**src/rtl/pic_pkg.sv**
```systemverilog
// Shared types and priority helpers for the interrupt controller's acknowledge path.
// IR0 is the highest priority, so "highest priority" always means "lowest set index".
package pic_pkg;

    localparam int N_IR = 8;

    typedef enum logic [1:0] {
        IDLE = 2'd0,
        REQ  = 2'd1,
        ACK1 = 2'd2,
        ACK2 = 2'd3
    } state_e;

    typedef struct packed {
        logic       valid;
        logic [2:0] idx;
    } prio_t;

    // Lowest set index of vec; valid is clear when vec is all zeros.
    function automatic prio_t prio_idx(input logic [N_IR-1:0] vec);
        prio_t r;
        r.valid = 1'b0;
        r.idx   = 3'd0;
        for (int i = N_IR - 1; i >= 0; i--) begin
            if (vec[i]) begin
                r.valid = 1'b1;
                r.idx   = 3'(i);
            end
        end
        return r;
    endfunction

    // Levels strictly above the highest in-service level; all ones when nothing is in service.
    function automatic logic [N_IR-1:0] prio_mask(input logic [N_IR-1:0] isr);
        logic [N_IR-1:0] m;
        logic            seen;
        m    = '0;
        seen = 1'b0;
        for (int i = 0; i < N_IR; i++) begin
            if (isr[i]) begin
                seen = 1'b1;
            end
            m[i] = ~seen;
        end
        return m;
    endfunction

    function automatic logic [N_IR-1:0] lvl_onehot(input logic [2:0] lvl);
        logic [N_IR-1:0] r;
        r      = '0;
        r[lvl] = 1'b1;
        return r;
    endfunction

endpackage

```
**src/rtl/priority_resolver.sv**
```systemverilog
// Fixed-priority resolver: picks the highest pending request that outranks everything in service.
module priority_resolver
    import pic_pkg::*;
(
    input  logic [N_IR-1:0] irr,
    input  logic [N_IR-1:0] isr,
    output logic            req_valid,
    output logic [2:0]      req_lvl
);

    prio_t pick;

    assign pick      = prio_idx(irr & prio_mask(isr));
    assign req_valid = pick.valid;
    assign req_lvl   = pick.idx;

endmodule

```
**src/rtl/inta_sequencer.sv**
```systemverilog
// Acknowledge-side controller: raises INT, runs the two-pulse INTA handshake,
// drives the vector byte and owns the in-service register.
module inta_sequencer
    import pic_pkg::*;
#(
    parameter int VEC_W = 5
) (
    input  logic             clk,
    input  logic             rst_n,
    input  logic [N_IR-1:0]  irr,
    input  logic             inta_n,
    input  logic [VEC_W-1:0] vec_base,
    input  logic             aeoi,
    input  logic             eoi,
    input  logic             seoi,
    input  logic [2:0]       seoi_lvl,
    output logic             int_out,
    output logic [N_IR-1:0]  isr,
    output logic [N_IR-1:0]  irr_clr,
    output logic [7:0]       data_out,
    output logic             data_oe
);

    state_e          state_q, state_d;
    logic            inta_q;
    logic [N_IR-1:0] isr_q, isr_d;
    logic [N_IR-1:0] irr_clr_q, irr_clr_d;
    logic            int_out_q, int_out_d;
    logic [7:0]      data_out_q, data_out_d;
    logic            data_oe_q, data_oe_d;
    logic [2:0]      lvl_q, lvl_d;
    logic            spur_q, spur_d;

    logic            req_valid;
    logic [2:0]      req_lvl;
    logic            inta_fall, inta_rise;
    logic [N_IR-1:0] isr_set, aeoi_clr, eoi_clr, seoi_clr;
    prio_t           eoi_top;

    priority_resolver u_resolver (
        .irr       (irr),
        .isr       (isr_q),
        .req_valid (req_valid),
        .req_lvl   (req_lvl)
    );

    assign inta_fall = inta_q & ~inta_n;
    assign inta_rise = ~inta_q & inta_n;

    always_comb begin
        state_d    = state_q;
        int_out_d  = int_out_q;
        irr_clr_d  = '0;
        data_oe_d  = 1'b0;
        data_out_d = 8'h00;
        lvl_d      = lvl_q;
        spur_d     = spur_q;
        isr_set    = '0;
        aeoi_clr   = '0;

        case (state_q)
            IDLE: begin
                if (req_valid) begin
                    state_d   = REQ;
                    int_out_d = 1'b1;
                end
            end
            REQ: begin
                // The request is re-resolved at the first fall; if it vanished, answer with level 7.
                if (inta_fall) begin
                    if (req_valid) begin
                        lvl_d     = req_lvl;
                        spur_d    = 1'b0;
                        isr_set   = lvl_onehot(req_lvl);
                        irr_clr_d = lvl_onehot(req_lvl);
                    end else begin
                        lvl_d  = 3'd7;
                        spur_d = 1'b1;
                    end
                    int_out_d = 1'b0;
                    state_d   = ACK1;
                end
            end
            ACK1: begin
                if (inta_fall) begin
                    state_d    = ACK2;
                    data_oe_d  = 1'b1;
                    data_out_d = {vec_base, lvl_q};
                end
            end
            ACK2: begin
                if (inta_rise) begin
                    state_d = IDLE;
                    if (aeoi && !spur_q) begin
                        aeoi_clr = lvl_onehot(lvl_q);
                    end
                end else begin
                    data_oe_d  = 1'b1;
                    data_out_d = {vec_base, lvl_q};
                end
            end
            default: state_d = IDLE;
        endcase

        eoi_top  = prio_idx(isr_q);
        eoi_clr  = (eoi && eoi_top.valid) ? lvl_onehot(eoi_top.idx) : '0;
        seoi_clr = seoi ? lvl_onehot(seoi_lvl) : '0;

        // Clears act on the pre-edge value; a same-cycle acknowledge set of the same bit wins.
        isr_d = (isr_q & ~(eoi_clr | seoi_clr | aeoi_clr)) | isr_set;
    end

    always_ff @(posedge clk or negedge rst_n) begin
        if (!rst_n) begin
            state_q    <= IDLE;
            inta_q     <= 1'b1;
            isr_q      <= '0;
            irr_clr_q  <= '0;
            int_out_q  <= 1'b0;
            data_out_q <= 8'h00;
            data_oe_q  <= 1'b0;
            lvl_q      <= 3'd0;
            spur_q     <= 1'b0;
        end else begin
            state_q    <= state_d;
            inta_q     <= inta_n;
            isr_q      <= isr_d;
            irr_clr_q  <= irr_clr_d;
            int_out_q  <= int_out_d;
            data_out_q <= data_out_d;
            data_oe_q  <= data_oe_d;
            lvl_q      <= lvl_d;
            spur_q     <= spur_d;
        end
    end

    assign int_out  = int_out_q;
    assign isr      = isr_q;
    assign irr_clr  = irr_clr_q;
    assign data_out = data_out_q;
    assign data_oe  = data_oe_q;

endmodule

```
**config.mk**
```make
export PLATFORM = sky130hd
export DESIGN_NAME = inta_sequencer
export DESIGN_NICKNAME = d
export VERILOG_FILES = /design/src/rtl/pic_pkg.sv /design/src/rtl/priority_resolver.sv /design/src/rtl/inta_sequencer.sv
export SDC_FILE = /design/constraint.sdc
export NUM_CORES = 1
export LEC_CHECK = 0
export CORE_MARGIN = 10
export CORE_UTILIZATION = 47
export DETAILED_ROUTE_END_ITERATION = 16
export HOLD_SLACK_MARGIN = 0.03
export PLACE_DENSITY = 0.8
export SYNTH_ARGS = -nofsm -noshare
export SYNTH_HDL_FRONTEND = slang
export SYNTH_SLANG_ARGS = --single-unit
```
**constraint.sdc**
```tcl
create_clock -name clk -period 2.6 [get_ports clk]
set_clock_uncertainty 0.2 [all_clocks]
set_input_delay 0.26 -clock clk [delete_from_list [all_inputs] [get_ports clk]]
set_output_delay 0.26 -clock clk [all_outputs]
set_load 0.01 [all_outputs]
```
==> results of run 1 <==
-- power breakdown --
group          leakage (nW)  internal, mW  switching [mW]
registers             0.437         0.614          0.0861
clock network        0.0293         0.105           0.167
logic                 0.494         0.329           0.348
-- state kept, by name, summed over array words and instances, names as in the netlist --
register and flops:
spur_q 1, data_oe 1, data_out 8, lvl_q 3, inta_q 1, irr_clr 8
int_out 1, isr 8, state_q 2
-- layer usage --
metal / up-vias / GRT usage [%] / wire, um
met5: - / 0 / 0
met4: 0 / 5.986 / 98
met3: 14 / 4.009 / 310
met2: 66 / 26.89 / 2480
met1: 736 / 16.53 / 1752
li1: 703 / - / -
-- logic make-up (layout without fill, tap and decap cells) --
| kind of cell | Yosys count | after routing |
|---|---|---|
| simple gates | 71 | 71 |
| compound gates | 45 | 45 |
| flops | 33 | 33 |
| buf+inv | 11 | 65 |
| fa+ha+maj | 4 | 4 |
| mux | 1 | 1 |
-- stage by stage --
step,setup WS (ns),hold WS (ns),utilization (%),power (mW),instances
final,0.5758,0.1169,66.52,1.649,265
after global routing,0.5015,0.1516,66.52,1.766,265
after CTS,0.5796,0.1289,66.52,1.659,265
after detailed placement,0.4511,0.3012,65.05,1.388,257
after global placement,0.5343,0.2877,65.05,1.350,257
after floorplan,0.7307,-0.2356,-,1.110,165
-- path summary, 6_finish.rpt --
path	from	endpoint	slack, ns	depth (start not counted)
max in group asynchronous	rst_n	inta_q	1.74	2
setup reg to reg	isr[1]	state_q[1]	0.58	5
min in group clk	inta_n	inta_q	0.25	1
hold / removal	rst_n	isr[4]	0.12	2
setup / recovery	isr[1]	state_q[1]	0.58	5
hold reg to reg	spur_q	spur_q	0.32	2
-- layout make-up --
| type | count | area, um^2 | share of cell area (%) |
|---|---|---|---|
| well taps | 46 | 57.56 | 2.533 |
| inverters | 9 | 33.78 | 1.487 |
| flip-flops and latches | 33 | 827.0 | 36.40 |
| clock inverters | 1 | 5.005 | 0.2203 |
| multi-input cells | 121 | 825.8 | 36.34 |
| clock buffers | 7 | 45.04 | 1.982 |
| repair buffers | 48 | 478.0 | 21.04 |
-- cell usage in the layout, fill, tap and decap left out, types with 6 or more instances in the layout --
cell	instances
inv_1	9
and2_1	8
nor2_1	19
a21oi_1	6
dfrtp_1	32
clkdlybuf4s50_1	47
o21ai_0	6
nand2b_1	6
nand2_1	10
==> reports/qor.txt, run 1 <==
Clk pin slew, worst setup/hold paths: 0.11 ns
Xor and xnor fraction of the mapped netlist area: 0%
Setup crit end kind: flip-flop
Final setup violation count: 0
Gr usage total: 15.08%
Post-synth ARST share: 100.0%
DRC viols: 0
First-pass GRT wire length: 7686 um
Fin crit share: 77.85%
Cell area after layout: 2272 um^2
Top-count cell post-synth: dfrtp_1
Critical path class: reg2reg
Vias in the first global route: 1,561
#FFs+latches synth: 33
Placed Area: 2222 um^2
Largest cells by area after synthesis: dfrtp_1, nor2_1, and2_1, ha_1, nand2_1
CP Launch Type: flip-flop
Fill cell count: 281
Core Rows: 21
Syn Inst Count: 165
Detailed-route wire length per cell: 17.51 um
Layout cell share with drive strength beyond 1: 10.96%
TritonCTS clock tree: yes
Unrepaired setup endpoints after global routing: false
DRT Pass-1 Iters: 4
Die width: 80.24 um
Worst relative slew slack: 68.91%
Vias: 1,519
Synthesized area: 1705 um^2
Max-cap viol count: 0
CP max stage cell: dfrtp_1
Root Buffer: clkbuf_4
Port bufs: 47
Buf/Inv on CP: 0
Initial Util: 49.93%
Hold buffers post-CTS: 0
Yosys warns: 0
Initial antenna violation count: 0
Ant diodes: 0
GRT Residual Overflow: 0
Top-level I/O count: 48
Final min period: 2.024 ns
Worst VDD drop: 0.4059 mV
Slew Limit Fails: 0
Crit-path max cell delay: 0.54 ns
Global placement routability congestion: 0.9333
Yosys top cell by area: dfrtp_1
Setup Fix Bufs, Post-CTS: 0
Setup TNS: 0 ns
CP cell instances: nor2_4, nand4b_1, and3_4, a31oi_4, mux2_1
Vias/cell: 5.732
Half-perimeter wire length after placement: 3642 um
Post-synthesis simple-gate area fraction: 23.99%
Crit path max-delay family: simple AND/OR/NAND/NOR gates
Share of the synthesized area in the top cell type: 46.96%
Core box area: 3416 um^2
Die Y: 80.24 um
CP Data Required Time: 2.62 ns
Clock Sinks: 33
TritonCTS buffer count: 5
Fmax: 0.4940 GHz
PD cells: 726.0 nW/um^2
Arr. time, crit path: 2.04 ns
Worst Tran Pin Value: 0.4663 ns
Worst Hold Class: in2async
Initial DRC Count: 162
Mapped Nets: 191
Predominant post-synthesis flop cell: dfrtp_1
Die area: 6438 um^2
Final hold violation count: 0
Resized cells post-CTS: 0
Yosys cell types: 49
Nets: 244
Synth Area in Adders: 2.935%
Final ANT Viol Nets: 0
Number of flops mapped to enable cells by yosys: 0
Pin count of the biggest net entering global routing: 34
Seq/Total Area, Yosys: 48.50%
Mux share of post-synthesis cell area: 0.6603%
Leakage: 0.9606 nW
Syn-to-layout area delta: 33.24%
Syn avg cell area: 10.34 um^2
Main combinational cell family by area after synthesis: simple AND/OR/NAND/NOR gates
Total routed wirelength: 4641 um
CP Max Fanout: 9
Post-synthesis compound-gate area fraction: 20.84%
Status: complete, no violations
Clock latency on the worst-skew pair: 0.34 ns
Synth top cells by count: dfrtp_1, nor2_1, nand2_1
Clock Tree Buf Depth: 2
H-tree Lvls: 2
(Power assumes the default switching activity.)
==> run 2: changes to the inputs <==
clock period = 2.1 ns   (was 2.6 ns; I/O delays follow)
==> run 2 against run 1 <==
Effect of this change:
- clock power up 74%
- first-iteration DRC count fell by 36%
- global-route usage increased by 0.21 points
- via count shrank 0.39%
- sequential share of layout area shrank 0.77 points
- die area unchanged
- worst hold slack got worse by 0.049 ns
- combinational power grew 25%
- setup slack worse by 0.48 ns
==> reports/qor.txt, run 2 (same netlist as run 1, synthesis figures left out) <==
Clock power share: 21.7% (was 16.5%)
Worst-case reg-to-reg path depth: 5 (unchanged)
Final hold violation count: 0 (unchanged)
Unrepaired setup endpoints after global routing: false (unchanged)
PD cells: 940.3 nW/um^2 (was 726.0 nW/um^2)
Switching Share: 34.81% (was 36.44%)
First-pass GRT wire length: 7817 um (was 7686 um)
Slew Limit Fails: 0 (unchanged)
Seq pwr share: 39.7% (was 42.5%)
Core Rows: 21 (unchanged)
DRT Pass-1 Iters: 4 (unchanged)
CP Data Required Time: 1.69 ns (was 2.62 ns)
Critical Path Source: isr[1] (unchanged)
DRC viols: 0 (unchanged)
Setup crit end kind: output pin (was flip-flop)
Worst Tran Pin Value: 0.5111 ns (was 0.4663 ns)
Port bufs: 47 (unchanged)
Int Pwr: 1.423 mW (was 1.048 mW)
Switch Pwr: 0.7597 mW (was 0.6011 mW)
Die area: 6438 um^2 (unchanged)
Fin crit share: 95.23%
Leakage: 0.9887 nW (was 0.9606 nW)
Final setup violation count: 0 (unchanged)
Setup TNS: 0 ns (unchanged)
Clock Sinks: 33 (unchanged)
Global placement routability congestion: 0.8782 (was 0.9333)
Arr. time, crit path: 1.59 ns (was 2.04 ns)
Layout cell share with drive strength beyond 1: 12.61% (was 10.96%)
TritonCTS clock tree: yes (unchanged)
Clk pin slew, worst setup/hold paths: 0.10 ns (was 0.11 ns)
Top-level I/O count: 48 (unchanged)
CP max stage cell: clkdlybuf4s50_1 (was dfrtp_1)
Core box area: 3416 um^2 (unchanged)
Most frequent cells in the layout: clkdlybuf4s50_1, dfrtp_1, nor2_1 (unchanged)
Hold buffers post-CTS: 0 (unchanged)
Commonest non-fill, non-tap cell in the layout: clkdlybuf4s50_1 (unchanged)
Initial DRC Count: 104 (was 162)
Ant diodes: 0 (unchanged)
Nets: 247 (was 244)
Fill cell count: 295 (was 281)
Initial Util: 49.93% (unchanged)
Half-perimeter wire length after placement: 3716 um (was 3642 um)
Root Buffer: clkbuf_4 (unchanged)
Fmax: 0.5000 GHz
Setup Fix Bufs, Post-CTS: 0 (unchanged)
H-tree Lvls: 2 (unchanged)
Critical path class: reg2out (was reg2reg)
Clock Tree Buf Depth: 2 (unchanged)
Detailed-route wire length per cell: 17.78 um (was 17.51 um)
Die width: 80.24 um (unchanged)
Worst relative slew slack: 65.93% (was 68.91%)
Total routed wirelength: 4766 um (was 4641 um)
Syn-to-layout area delta: 36.10% (was 33.24%)
Worst VDD drop: 0.6336 mV (was 0.4059 mV)
Gr usage total: 15.29% (was 15.08%)
Final min period: 2.000 ns
Utilization after layout: 67.95% (was 66.52%)
CP cell instances: buf_4, clkdlybuf4s50_1 (was nor2_4, nand4b_1, and3_4, a31oi_4, mux2_1)
Worst Hold Class: in2async (unchanged)
Pin count of the biggest net entering global routing: 34 (unchanged)
RR Startpoint: isr[0] (was isr[1])
Initial antenna violation count: 0 (unchanged)
Vias in the first global route: 1,514 (was 1,561)
Die Y: 80.24 um (unchanged)
GRT Residual Overflow: 0 (unchanged)
Final ANT Viol Nets: 0 (unchanged)
Clock latency on the worst-skew pair: 0.34 ns (about the same)
Vias/cell: 5.646 (was 5.732)
Max-cap viol count: 0 (unchanged)
Power share of the combinational group: 38.6% (was 41.1%)
CP Max Fanout: 6 (was 9)
CP Launch Type: flip-flop (unchanged)
Crit-path max cell delay: 0.54 ns (about the same)
TritonCTS buffer count: 5 (unchanged)
Status: complete, no violations (unchanged)
Vias: 1,513 (was 1,519)
Resized cells post-CTS: 0 (unchanged)
==> run 2: changes by cell type in the layout (fill, tap and decap cells not counted), sizes merged <==
cell    delta
bufinv     +1
buf        +3
clkbuf     -1
==> run 2: power by group through the flow <==
stage	logic (mW)	clock network [mW]	registers, mW
finish	0.843	0.473	0.866
global placement	0.816	0	0.868
CTS	0.849	0.477	0.864
detailed placement	0.844	0	0.878
global route	0.920	0.499	0.886
floorplan	0.492	0	0.883
==> run 2: final timing paths <==
kind                                   end  slack, ns
worst max-delay path                isr[1]       0.10
worst min-delay path            irr_clr[4]       0.07
worst max register to register  state_q[1]       0.11
worst min register to register      spur_q       0.32
max in group asynchronous           inta_q       1.30
min in group clk                    inta_q       0.18
==> run 2: routing by layer <==
metal	GRT usage [%]	vias up	share of wire [%]
met5	0	-	0
met4	5.458	0	0.92
li1	-	712	-
met1	17.21	744	38
met2	27.13	51	55
met3	3.898	6	6.3
==> run 2: worst max-delay path, delay by kind of cell, from the launching register on <==
kind	cells	cell delay, ns
flip-flops	1	0.52
buffers and inverters	2	0.73
==> run 2: layout make-up <==
type                       instances  area [um^2]  share of cell area [%]
multi-input combinational        121        825.8                   35.58
inverter                           9        33.78                   1.456
tap                               46        57.56                   2.480
sequential                        33        827.0                   35.63
clock inverter                     2        35.03                   1.509
timing repair buffer              51        500.5                   21.56
clock buffer                       6        41.29                   1.779
==> run 2: per-stage QoR <==
| step | area [um^2] | setup WS (ns) | hold slack (ns) | power, mW | std cells |
|---|---|---|---|---|---|
| after floorplan | 1705 | 0.2307 | -0.2856 | 1.375 | 165 |
| after global placement | 2245 | 0.07979 | 0.2842 | 1.684 | 260 |
| after detailed placement | 2245 | 0.03029 | 0.2967 | 1.722 | 260 |
| after CTS | 2321 | 0.09332 | 0.07633 | 2.190 | 268 |
| after global routing | 2321 | 0.007257 | 0.1192 | 2.305 | 268 |
| final | 2321 | 0.1001 | 0.06743 | 2.182 | 268 |
==> run 3: changes to the inputs <==
CTS_CLUSTER_SIZE = 20   (was default)
SKIP_CTS_REPAIR_TIMING = 1   (was default)
==> results of run 3 <==
Final layout, timing and power as in run 2 (identical DEF).
